`src/rtl/spi_settings_slave.sv`:
```
// SPI mode-0 responder bridging 40-bit frames from the FX3 onto the settings
// and readback buses; all SPI pins are oversampled in the clk domain.
module spi_settings_slave #(
  parameter int          AWIDTH          = 7,
  parameter int          SYNC_STAGES     = 2,
  parameter logic [31:0] RB_TIMEOUT_DATA = 32'hDEADBEEF
) (
  input  logic              clk,
  input  logic              reset,
  input  logic              spi_sclk,
  input  logic              spi_sen,
  input  logic              spi_mosi,
  output logic              spi_miso,
  output logic              spi_miso_oe,
  output logic              set_stb,
  output logic [7:0]        set_addr,
  output logic [31:0]       set_data,
  output logic              rb_stb,
  output logic [7:0]        rb_addr,
  input  logic              rb_ack,
  input  logic [31:0]       rb_data,
  output logic              frame_err
);

  typedef enum logic [2:0] {
    S_IDLE,
    S_CMD,
    S_WDATA,
    S_RD_WAIT,
    S_RDATA,
    S_DONE
  } state_t;

  state_t state, state_next;

  logic [SYNC_STAGES-1:0] sclk_sr, sen_sr, mosi_sr;
  logic                   sclk_s, sen_s, mosi_s;
  logic                   sclk_q, sen_act_q;
  logic                   rise, fall, sen_act, sen_start;

  logic [5:0]        bit_cnt;
  logic [30:0]       rx;
  logic [AWIDTH-1:0] addr;
  logic              is_read;
  logic [31:0]       tx;

  logic        cmd_rise, last_rise;
  logic        cmd_latch, rb_fire, set_fire, err_fire;
  logic        tx_load, tx_present;
  logic [31:0] tx_word;

  assign sclk_s    = sclk_sr[SYNC_STAGES-1];
  assign sen_s     = sen_sr[SYNC_STAGES-1];
  assign mosi_s    = mosi_sr[SYNC_STAGES-1];
  assign rise      = sclk_s & ~sclk_q;
  assign fall      = ~sclk_s & sclk_q;
  assign sen_act   = ~sen_s;
  assign sen_start = sen_act & ~sen_act_q;
  assign cmd_rise  = rise && (bit_cnt == 6'd7);
  assign last_rise = rise && (bit_cnt == 6'd39);

  always_ff @(posedge clk or posedge reset) begin
    if (reset) begin
      sclk_sr   <= '0;
      sen_sr    <= '1;
      mosi_sr   <= '0;
      sclk_q    <= 1'b0;
      sen_act_q <= 1'b0;
    end else begin
      sclk_sr   <= {sclk_sr[SYNC_STAGES-2:0], spi_sclk};
      sen_sr    <= {sen_sr[SYNC_STAGES-2:0], spi_sen};
      mosi_sr   <= {mosi_sr[SYNC_STAGES-2:0], spi_mosi};
      sclk_q    <= sclk_s;
      sen_act_q <= sen_act;
    end
  end

  always_ff @(posedge clk or posedge reset) begin
    if (reset) state <= S_IDLE;
    else       state <= state_next;
  end

  // A 40th rise seen together with sen release still completes the frame.
  always_comb begin
    state_next = state;
    cmd_latch  = 1'b0;
    rb_fire    = 1'b0;
    set_fire   = 1'b0;
    err_fire   = 1'b0;
    tx_load    = 1'b0;
    tx_present = 1'b0;
    tx_word    = rb_data;
    case (state)
      S_IDLE: if (sen_start) state_next = S_CMD;
      S_CMD: begin
        if (!sen_act) begin
          state_next = S_IDLE;
          err_fire   = 1'b1;
        end else if (cmd_rise) begin
          cmd_latch = 1'b1;
          if (rx[6]) begin
            state_next = S_RD_WAIT;
            rb_fire    = 1'b1;
          end else begin
            state_next = S_WDATA;
          end
        end
      end
      S_WDATA: begin
        if (last_rise) begin
          set_fire   = 1'b1;
          state_next = sen_act ? S_DONE : S_IDLE;
        end else if (!sen_act) begin
          state_next = S_IDLE;
          err_fire   = 1'b1;
        end
      end
      S_RD_WAIT: begin
        if (!sen_act) begin
          state_next = S_IDLE;
          err_fire   = 1'b1;
        end else if (fall) begin
          tx_present = 1'b1;
          state_next = S_RDATA;
          if (!rb_ack) begin
            tx_word  = RB_TIMEOUT_DATA;
            err_fire = 1'b1;
          end
        end else if (rb_ack) begin
          tx_load    = 1'b1;
          state_next = S_RDATA;
        end
      end
      S_RDATA: begin
        tx_word = tx;
        if (last_rise) begin
          state_next = sen_act ? S_DONE : S_IDLE;
        end else if (!sen_act) begin
          state_next = S_IDLE;
          err_fire   = 1'b1;
        end else if (fall) begin
          tx_present = 1'b1;
        end
      end
      S_DONE: if (!sen_act) state_next = S_IDLE;
      default: state_next = S_IDLE;
    endcase
  end

  always_ff @(posedge clk or posedge reset) begin
    if (reset) begin
      bit_cnt   <= '0;
      rx        <= '0;
      addr      <= '0;
      is_read   <= 1'b0;
      tx        <= '0;
      spi_miso  <= 1'b0;
      set_stb   <= 1'b0;
      set_addr  <= '0;
      set_data  <= '0;
      rb_stb    <= 1'b0;
      rb_addr   <= '0;
      frame_err <= 1'b0;
    end else begin
      set_stb   <= 1'b0;
      rb_stb    <= 1'b0;
      frame_err <= err_fire;
      if (state == S_IDLE) begin
        bit_cnt <= '0;
        rx      <= '0;
      end else if (rise && sen_act) begin
        rx <= {rx[29:0], mosi_s};
        if (bit_cnt != 6'd40) bit_cnt <= bit_cnt + 6'd1;
      end
      if (cmd_latch) begin
        is_read <= rx[6];
        addr    <= AWIDTH'({rx[5:0], mosi_s});
      end
      if (rb_fire) begin
        rb_stb  <= 1'b1;
        rb_addr <= {1'b0, rx[5:0], mosi_s};
      end
      if (set_fire) begin
        set_stb  <= 1'b1;
        set_addr <= {1'b0, addr};
        set_data <= {rx[30:0], mosi_s};
      end
      if (tx_load) tx <= rb_data;
      if (tx_present) begin
        spi_miso <= tx_word[31];
        tx       <= {tx_word[30:0], 1'b0};
      end else if (state_next == S_IDLE || state_next == S_DONE) begin
        spi_miso <= 1'b0;
      end
    end
  end

  always_comb begin
    spi_miso_oe = sen_act && ((state == S_RDATA) || (state == S_DONE && is_read));
  end

endmodule
```
`config.mk`:
```
export PLATFORM = sky130hd
export DESIGN_NAME = spi_settings_slave
export DESIGN_NICKNAME = d
export VERILOG_FILES = /design/src/rtl/spi_settings_slave.sv
export SDC_FILE = /design/constraint.sdc
export NUM_CORES = 1
export LEC_CHECK = 0
export BUFFER_PORTS_ARGS = -buffer_cell sky130_fd_sc_hd__clkbuf_2
export CAP_MARGIN = 10
export CORE_ASPECT_RATIO = 0.6
export CORE_MARGIN = 10
export CORE_UTILIZATION = 59
export CTS_BUF_LIST = sky130_fd_sc_hd__clkbuf_8
export DETAILED_ROUTE_END_ITERATION = 6
export HOLD_SLACK_MARGIN = 0.12
export PLACE_DENSITY = 0.8
export SLEW_MARGIN = 30
export SYNTH_ARGS = -nofsm -noshare
export SYNTH_HDL_FRONTEND = slang
export SYNTH_SLANG_ARGS = --single-unit
```
`constraint.sdc`:
```
create_clock -name clk -period 6.4 [get_ports clk]
set_input_delay 1.92 -clock clk [delete_from_list [all_inputs] [get_ports clk]]
set_output_delay 1.92 -clock clk [all_outputs]
set_load 0.02 [all_outputs]
```
Yosys cells after proc, flatten, opt, wreduce, memory -nomap -nowiden
Index checks and enable logic that the tools add are counted.
- register bits: 138
- bits of input ports: 38
- add/subtract/negate cells: 1
- bitwise operators: 7
- muxes and demuxes: 49
- eq/ne operators: 9
- reductions and logical operators: 15
- operators with widths (cell ; count):
    $mux W32 ; 5
    $pmux W32 S2 ; 1
    $mux W31 ; 2
    $mux W3 ; 9
    $mux W1 ; 26
    $mux W6 ; 3
    $pmux W3 S5 ; 1
    $eq A3 B3 Y1 const B ; 3
    $reduce_bool A2 Y1 ; 4
    $add A6 B1 Y6 const B ; 1
    $eq A3 B2 Y1 const B ; 2
    $eq A6 B3 Y1 const B ; 1
    $eq A6 B6 Y1 const B ; 1
    $logic_not A3 Y1 ; 2
    $ne A6 B6 Y1 const B ; 1
    $logic_and A1 B1 Y1 ; 5
    $not A1 Y1 ; 4
    $and A1 B1 Y1 ; 3
    $eq A3 B1 Y1 const B ; 1
    $pmux W1 S3 ; 1
    $logic_or A1 B1 Y1 ; 2
    $pmux W1 S2 ; 1
    $reduce_and A2 Y1 ; 1
    $reduce_or A2 Y1 ; 1

Depth between registers and ports, before layout
Gate-level depths: netlist of the first run.
- depth after elaboration: 10
- mapped depth: 8
- gate-level depth less buffers: 6

Least setup slack after synthesis of the first run
Ideal clock, no wire load.
- path type: input to register
- start point: in rb_ack
- end point: reg tx[15]
- arrival time: 3.109 ns
- cell stages on the path: 7
- library setup time: 0.132 ns
- setup slack: 3.159 ns
- required time: 6.268 ns
- cell sequence: inv_1 > or4_1 > buf_2 > and2_0 > clkbuf_1 > a22oi_1 > o21ai_1
- longest elaborated chain between the ends: 5
- elaborated cells on any way between the ends: 10
- those cells by class: mux: 9; reduce/logical: 1
- RTL lines (element ; line ; text):
    start: declaration ; 20 ; input logic rb_ack,
    $mux W32 / $mux W1 (equally long branches) ; 125, 129 ;
    $mux W32 / $mux W1 (equally long branches) ; 122 ; end else if (fall) begin
    $mux W32 / $mux W1 (equally long branches) ; 119 ; if (!sen_act) begin
    $pmux W32 S2 / $mux W1 (equally long branches) ; 93 ; case (state)
    $mux W32 / $reduce_bool A2 Y1 (equally long branches) ; - ;
    end signal: assignment ; 188 ; if (tx_load) tx <= rb_data;
    end signal: assignment ; 191 ; tx <= {tx_word[30:0], 1'b0};
    end: declaration ; 45 ; logic [31:0] tx;
Several ways; a longest one is shown, not always the timed one.
A chain may end at the register's enable or synchronous reset.

Worst setup path in the final report of the first run
Ends and elaborated chain as after synthesis.

==> key figures, run 1 <==
Outcome
  • Status: finished, final reports clean

Clock tree
  • Post CTS Setup Buffer Count: 0
  • Clk root buf: clkbuf_8
  • Max Root-Sink Buffers: 2
  • Clock sink total: 138
  • Hold Buf Count CTS: 0
  • CTS tree: built
  • Clk Latency, worst-skew pair: 430 ps
  • CTS Buf Count: 17
  • H-tree levels: 4
  • Clk slew on worst S/H paths: 80 ps
  • Post-cts sizing count: 0

Logic synthesis
  • Synthesized area: 0.00608 mm^2
  • Synth area leader: dfrtp_1
  • Post-synth top area share: 0.560
  • Register area share after synthesis: 0.569
  • Top FF cell, synth: dfrtp_1
  • Post-synth ARST share: 1.00
  • Yosys Warn Count: 0
  • Post-synthesis register bit count: 138
  • Syn Area/Cell: 10.5 um^2
  • Gate Count Post-Synth: 580
  • Post-synth EDFFs: 0
  • Top cells by area, synth: dfrtp_1 56%, nand2_1 9.6%, mux2_2 8.0%, a21oi_1 2.9%, a32oi_1 2.5%
  • Post-synth cell types: 52

Timing
  • Pins Over Slew Limit: 0
  • Final period util: 0.620
  • Clk_skew: 13.4 ps
  • Hold_ws: 352 ps
  • Slew Limit Headroom: 0.328
  • Maximum clock rate: 252 MHz
  • Fin crit period: 3970 ps
  • Fin Setup TNS: 0 ps
  • RSZ-0062 raised after global routing: false
  • Worst-Margin Slew: 1010 ps
  • Final Hold Vio Count: 0
  • Setup violations, final: 0

Die
  • I/O pins: 91
  • Core Area: 0.00995 mm^2
  • Starting Density: 0.611
  • Die ar.: 0.0149 mm^2
  • Die Width: 151 um
  • Die height: 98.6 um
  • Cell Rows: 28

Drt
  • DR vias: 4678
  • Post-route DRC: 0
  • Post-DR vias/cell: 5.85
  • Post-detailed-routing wire length: 14.2 mm
  • Drt first pass iters: 6
  • DR iter-0 viols: 484
  • Wire length per cell: 17.8 um
  • Antenna violation net count after detailed routing: 0

Setup path
  • Crit-path cells: clkbuf_2 > inv_1 > or4_1 > and2_0 > a22oi_1 > o21ai_1
  • Worst Path Arrival: 4270 ps
  • Crit path max-delay cell type: or4_1
  • CP bufs+invs: 2
  • Worst setup EP type: flop
  • Slowest stage delay, CP: 1080 ps
  • Setup crit start kind: input port
  • Crit path max-delay family: simple AND/OR/NAND/NOR gates
  • Kind of critical path: in2reg
  • CP max FO: 27
  • Worst Path Required: 6700 ps

Power
  • Comb power frac: 0.053
  • Pwr Density: 238 mW/mm^2
  • Pleak: 3.47 nW
  • Clk pwr share: 0.393
  • Sw frac: 0.245
  • Internal Pwr Total: 1.25 mW
  • Sequential share of power: 0.553
  • Psw: 0.406 mW
  • Peak supply drop: 134 uV

Layout
  • Layout cells sized above 1: 0.283
  • Area Overhead vs Synth: 14.5%
  • ANT cells: 0
  • Commonest non-fill, non-tap cell in the layout: nand2_1
  • Layout net count: 691
  • Most frequent cells in the layout: 156 x nand2_1, 136 x dfrtp_1, 88 x clkbuf_2, 43 x mux2_2, 35 x a21oi_1

Global route
  • Initial antenna violation count: 0
  • Global route overflow: 0
  • First-pass GRT wire length: 23.4 mm
  • Largest net degree at the start of global routing: 92
  • Vias in the first global route: 4605
  • GR Util All Layers: 0.193

Placement
  • Final GP Congestion: 0.885
  • Post-DP HPWL: 9.39 mm
  • IO buf count: 88

Min path
  • HP Class: reg2reg

Flow run
  • Max-cap violations: 0
-- final timing paths --
kind / startpoint / to / slack [ps] / cells past startpoint
min in group asynchronous: reset / set_data[26] / 1610 / 2
worst min register to register: sclk_sr[0] / sclk_sr[1] / 350 / 0
worst min-delay path: sclk_sr[0] / sclk_sr[1] / 350 / 0
worst max-delay path: rb_ack / tx[15] / 2430 / 6
max in group asynchronous: reset / set_data[27] / 3640 / 3
worst max register to register: state[0] / tx[15] / 3680 / 5
-- metrics by stage --
| step | power [mW] | setup WS (ps) | util | cells | area, um^2 |
|---|---|---|---|---|---|
| after floorplan | 0.985 | 787 | - | 581 | 6080 |
| after global placement | 1.01 | 2220 | 0.661 | 767 | 6580 |
| after detailed placement | 1.02 | 2070 | 0.661 | 767 | 6580 |
| after CTS | 1.67 | 2510 | 0.698 | 799 | 6950 |
| after global routing | 1.73 | 2330 | 0.699 | 799 | 6950 |
| final | 1.66 | 2430 | 0.699 | 799 | 6950 |
-- worst register-to-register path, cell delays in order, from the launching register on --
cell	delay (ps)
dfrtp_1	670
nand3b_1	240
or4_1	920
and2_0	480
a22oi_1	190
o21ai_1	100
-- flip-flops by register name, indices dropped and copies added (netlist names), 2 cells and up --
signal	cells
set_addr	7
bit_cnt	6
state	3
sen_sr	2
sclk_sr	2
set_data	32
rx	31
rb_addr	7
tx	32
addr	7
mosi_sr	2
-- cells by family (layout without fill, tap and decap cells) --
kind of cell	count (synthesis)	in the layout	share of synthesized area
simple gates	211	211	0.153
other cells	1	2	0.000617
mux	52	52	0.101
flops	138	138	0.569
buf+inv	51	134	0.0367
fa+ha+maj	2	2	0.00412
xor+xnor	6	6	0.00865
compound gates	119	119	0.127
-- cells in the mapped netlist (all sizes together), types with 2 or more instances --
master and count:
inv 7, mux2 52, nand2b 6, a221o 3
and2 2, a221oi 5, o21ai 28, clkbuf 25
or3b 2, nor3b 3, ha 2, a211o 3
nor4 2, nand3 4, nor2b 4, nor3 4
xnor2 2, or4 4, buf 19, a21boi 2
a32oi 17, a22oi 14, o211ai 3, nand4 3
nor2 11, a21oi 35, a31oi 5, and3 5
dfstp 2, dfrtp 136, nand2 156, xor2 4
-- layer usage --
metal	global-route usage	wire (um)	vias up
li1	-	-	2157
met1	0.270	6390	2287
met2	0.282	6460	210
met3	0.0575	1230	24
met4	0.0575	138	0
met5	0	0	-
-- power groups by stage --
stage	clock network (mW)	registers [mW]	logic, mW
6_report	0.651	0.916	0.0883
5_1_grt	0.709	0.918	0.0998
4_1_cts	0.662	0.915	0.0885
3_5_place_dp	0	0.931	0.0880
3_3_place_gp	0	0.930	0.0847
2_1_floorplan	0	0.923	0.0613
-- layout make-up --
class | instances | area (um^2)
inverter | 7 | 31.3
tap | 135 | 169
fill | 738 | 3000
timing repair buffer | 95 | 493
multi-input combinational | 392 | 2440
clock inverter | 13 | 105
sequential | 138 | 3460
clock buffer | 19 | 262
No activity file was read; power rests on OpenSTA's default activity.
==> inputs of run 2 (changes only) <==
--- a/config.mk
+++ b/config.mk
@@ -9,11 +9,11 @@
 export CAP_MARGIN = 10
 export CORE_ASPECT_RATIO = 0.6
 export CORE_MARGIN = 10
-export CORE_UTILIZATION = 59
+export CORE_UTILIZATION = 53
 export CTS_BUF_LIST = sky130_fd_sc_hd__clkbuf_8
 export DETAILED_ROUTE_END_ITERATION = 6
 export HOLD_SLACK_MARGIN = 0.12
-export PLACE_DENSITY = 0.8
+export PLACE_DENSITY = 0.76
 export SLEW_MARGIN = 30
 export SYNTH_ARGS = -nofsm -noshare
 export SYNTH_HDL_FRONTEND = slang
==> constraint.sdc (replaced) <==
create_clock -name clk -period 3.4 [get_ports clk]
set_input_delay 1.02 -clock clk [delete_from_list [all_inputs] [get_ports clk]]
set_output_delay 1.02 -clock clk [all_outputs]
set_load 0.02 [all_outputs]
==> run 2 against run 1 <==
Combinational power grew 97%. Sequential power rose by 88%. Final area up 2.6%. First-iteration DRC count decreased by 35%. Clock power up 130%. Sequential cell count is the same.
==> key figures, run 2 (synthesis results as in run 1) <==
Clock tree
  • Max Root-Sink Buffers: 2
  • CTS Buf Count: 17
  • CTS tree: built
  • Clk root buf: clkbuf_8
  • Clk Latency, worst-skew pair: 440 ps
  • H-tree levels: 4
  • Clock sink total: 138
  • Post CTS Setup Buffer Count: 0
  • Hold Buf Count CTS: 0
  • Clk slew on worst S/H paths: 80 ps
  • Post-cts sizing count: 0

Setup path
  • Worst setup EP type: output pin
  • Slowest stage delay, CP: 550 ps
  • Setup crit start kind: flop
  • Setup crit start: state[1]
  • CP max FO: 13
  • Worst Path Required: 2380 ps
  • RR Startpoint: state[0]
  • Worst Path Arrival: 1710 ps
  • Kind of critical path: reg2out
  • Crit-path cells: nand2b_1 > nor3_1 > clkbuf_2
  • Crit path max-delay cell type: dfrtp_1

Drt
  • Post-route DRC: 0
  • DR vias: 4639
  • Wire length per cell: 17.5 um
  • Antenna violation net count after detailed routing: 0
  • Post-detailed-routing wire length: 14.3 mm
  • Post-DR vias/cell: 5.69
  • DR iter-0 viols: 316
  • Drt first pass iters: 5

Die
  • Die height: 103 um
  • I/O pins: 91
  • Cell Rows: 30
  • Die Width: 158 um
  • Core Area: 0.0113 mm^2
  • Die ar.: 0.0163 mm^2
  • Starting Density: 0.540

Timing
  • Maximum clock rate: 366 MHz
  • Final period util: 0.804
  • Worst-Margin Slew: 846 ps
  • Pins Over Slew Limit: 0
  • Fin crit period: 2730 ps
  • Clk_skew: 20.2 ps
  • RSZ-0062 raised after global routing: false
  • Fin Setup TNS: 0 ps
  • Setup violations, final: 0
  • Slew Limit Headroom: 0.435
  • Final Hold Vio Count: 0
  • Final WS setup: 667 ps

Power
  • Internal Pwr Total: 2.57 mW
  • Pwr Density: 473 mW/mm^2
  • Comb power frac: 0.052
  • Clk pwr share: 0.438
  • Sequential share of power: 0.510
  • Psw: 0.800 mW
  • Sw frac: 0.237
  • Pwr Total: 3.37 mW
  • Pleak: 3.56 nW
  • Peak supply drop: 272 uV

Layout
  • Layout cells sized above 1: 0.294
  • Fin util: 0.634
  • Commonest non-fill, non-tap cell in the layout: nand2_1
  • Largest regs: set_data x32, tx x32, rx x31
  • Layout net count: 698
  • ANT cells: 0
  • Most frequent cells in the layout: 156 x nand2_1, 136 x dfrtp_1, 88 x clkbuf_2, 43 x mux2_2, 35 x a21oi_1
  • Area Overhead vs Synth: 17.4%
  • Design area: 0.00714 mm^2

Global route
  • Global route overflow: 0
  • Initial antenna violation count: 0
  • Vias in the first global route: 4777
  • First-pass GRT wire length: 23.9 mm
  • GR Util All Layers: 0.183
  • Largest net degree at the start of global routing: 44

Min path
  • HP Class: reg2reg
  • Worst Hold Launch: mosi_sr[0]

Placement
  • IO buf count: 88
  • Final GP Congestion: 0.824
  • Post-DP HPWL: 9.70 mm
  • Post-DP Area: 0.00669 mm^2
  • Setup WS pre-CTS: 701 ps

Outcome
  • Status: finished, final reports clean

Flow run
  • Max-cap violations: 0
==> run 2: metal layers <==
layer	GRT usage	vias up	routed length [um]
met2	0.284	158	6620
met4	0.0461	0	133
met5	0	-	0
met1	0.243	2293	6540
met3	0.0592	17	1000
li1	-	2171	-
==> run 2: power by group through the flow <==
stage	combinational, mW	sequential, mW	clock, mW
final	0.174	1.72	1.48
after global routing	0.197	1.73	1.58
after CTS	0.176	1.72	1.50
after detailed placement	0.175	1.75	0
after global placement	0.168	1.75	0
after floorplan	0.116	1.74	0
==> run 2: final cells by class <==
class | count | area (um^2)
inverter | 7 | 30.0
timing repair buffer | 102 | 596
clock inverter | 14 | 195
multi-input combinational | 392 | 2430
tap | 144 | 180
clock buffer | 18 | 248
sequential | 138 | 3460
fill | 901 | 4130
==> run 2: critical path, delay by kind of cell (launching register included) <==
family | cells | cell delay [ps]
simple gates | 2 | 520
flops | 1 | 550
buf+inv | 1 | 220
==> run 2: final timing paths <==
kind	endpoint	cells past startpoint	slack, ps
max reg2reg	tx[15]	7	970
max	spi_miso_oe	3	670
min reg2reg	mosi_sr[1]	0	350
max in group asynchronous	rx[14]	3	1980
min	mosi_sr[1]	0	350
min in group asynchronous	set_addr[6]	2	730
==> run 2: per-stage QoR <==
stage / std cells / hold slack [ps]
CTS: 815 / 358
finish: 815 / 353
global placement: 783 / 333
global route: 815 / 361
floorplan: 581 / 331
detailed placement: 783 / 336
==> inputs of run 3 (changes only) <==
==> constraint.sdc (replaced) <==
create_clock -name clk -period 2.3 [get_ports clk]
set_input_delay 0.69 -clock clk [delete_from_list [all_inputs] [get_ports clk]]
set_output_delay 0.69 -clock clk [all_outputs]
set_load 0.02 [all_outputs]
==> run 3 against run 2 <==
Global-route usage is 0.20 points lower. Combinational power grew 55%. Worst setup slack got worse by 530 ps. Critical endpoint unchanged.
==> key figures, run 3 (synthesis results as in run 1) <==
Drt
  • DR iter-0 viols: 340
  • Post-route DRC: 0
  • Post-detailed-routing wire length: 14.0 mm
  • Wire length per cell: 17.0 um
  • Antenna violation net count after detailed routing: 0
  • DR vias: 4658
  • Post-DR vias/cell: 5.66
  • Drt first pass iters: 5

Layout
  • # fillers: 936
  • ANT cells: 0
  • Layout net count: 707
  • Area Overhead vs Synth: 16.9%
  • Multi-input combinational cell area: 0.00244 mm^2
  • Layout cells sized above 1: 0.300
  • Most frequent cells in the layout: 156 x nand2_1, 134 x dfrtp_1, 88 x clkbuf_2, 43 x mux2_2, 35 x a21oi_1
  • Storage cell area: 0.00346 mm^2
  • Commonest non-fill, non-tap cell in the layout: nand2_1
  • Largest regs: set_data x32, tx x32, rx x31
  • Fin util: 0.631

Placement
  • IO buf count: 88
  • Final GP Congestion: 0.835
  • Setup WS pre-CTS: 58.2 ps
  • Post-DP HPWL: 9.75 mm

Clock tree
  • Clock sink total: 138
  • Post-cts sizing count: 1
  • Clk Latency, worst-skew pair: 430 ps
  • Clk root buf: clkbuf_8
  • Clk slew on worst S/H paths: 80 ps
  • Max Root-Sink Buffers: 2
  • CTS tree: built
  • H-tree levels: 4
  • Hold Buf Count CTS: 0
  • Post CTS Setup Buffer Count: 0
  • CTS Buf Count: 17

Timing
  • Clk_skew: 11.5 ps
  • Final Hold Vio Count: 0
  • Final WS setup: 142 ps
  • Final period util: 0.938
  • RSZ-0062 raised after global routing: false
  • Setup violations, final: 0
  • Maximum clock rate: 463 MHz
  • Fin crit period: 2160 ps
  • Pins Over Slew Limit: 0

Die
  • Starting Density: 0.540
  • Cell Rows: 30
  • Die Width: 158 um
  • Die ar.: 0.0163 mm^2
  • Die height: 103 um
  • I/O pins: 91
  • Core Area: 0.0113 mm^2

Flow run
  • Max-cap violations: 0

Global route
  • Vias in the first global route: 4740
  • GR met3 Demand/Resource: 0.0525
  • GR Util All Layers: 0.181
  • GR Util met1: 0.245
  • Initial antenna violation count: 0
  • First-pass GRT wire length: 23.7 mm
  • Gr busiest metal: met2
  • Global route overflow: 0
  • Largest net degree at the start of global routing: 49
  • Met2 Usage GRT: 0.276

Setup path
  • Worst Path Required: 1610 ps
  • Worst Path Arrival: 1470 ps
  • Worst setup EP type: output pin
  • Kind of critical path: reg2out
  • CP max FO: 9
  • Setup crit start kind: flop

Power
  • Peak supply drop: 359 uV
  • Clk pwr share: 0.383
  • Sw frac: 0.237
  • Psw: 1.08 mW
  • Pwr Total: 4.55 mW
  • Internal Pwr Total: 3.47 mW
  • Pleak: 3.56 nW
  • Comb power frac: 0.059
  • Pwr Density: 641 mW/mm^2
  • Sequential share of power: 0.558

Min path
  • HP Class: in2async

Outcome
  • Status: finished, final reports clean
==> run 3: worst max-delay path, cell delays in order, from the launching register on <==
cell and delay [ps]:
dfrtp_2 460, nand2b_1 200, nor3_2 190, clkbuf_2 200
==> run 3: power groups by stage <==
stage                     Sequential (mW)  Combinational (mW)  Clock [mW]
after floorplan                      2.57               0.171           0
after global placement               2.58               0.260           0
after detailed placement             2.58               0.273           0
after CTS                            2.54               0.273        1.79
after global routing                 2.55               0.306        1.90
final                                2.54               0.269        1.74
==> run 3: per-stage QoR <==
stage / instance area [um^2] / hold slack [ps] / TNS, ps / cells
2_1_floorplan: 6080 / 331 / -14890 / 581
3_3_place_gp: 6750 / 332 / 0 / 792
3_5_place_dp: 6750 / 345 / 0 / 792
4_1_cts: 7100 / 225 / 0 / 823
5_1_grt: 7100 / 237 / 0 / 823
6_report: 7100 / 232 / 0 / 823
==> run 3: final timing paths <==
kind                            from          end  slack, ps  cells past startpoint
hold / removal                 reset  set_data[4]        230                      2
hold reg to reg            sen_sr[0]    sen_sr[1]        360                      0
max in group asynchronous      reset     state[2]       1480                      3
setup reg to reg            state[2]       tx[15]        200                      5
min in group clk             spi_sen    sen_sr[0]        340                      1
setup / recovery            state[1]  spi_miso_oe        140                      3
==> run 3: per-layer routing <==
layer / wire (um) / up-vias
li1: - / 2192
met1: 6320 / 2298
met2: 6500 / 160
met3: 1080 / 8
met4: 99 / 0
met5: 0 / -
==> run 3: area by class of cell <==
class | count | area share
clock buffers | 19 | 0.0368
clock inverters | 12 | 0.0122
inverters | 7 | 0.00423
multi-input cells | 392 | 0.343
flip-flops and latches | 138 | 0.487
well taps | 144 | 0.0254
repair buffers | 111 | 0.0916
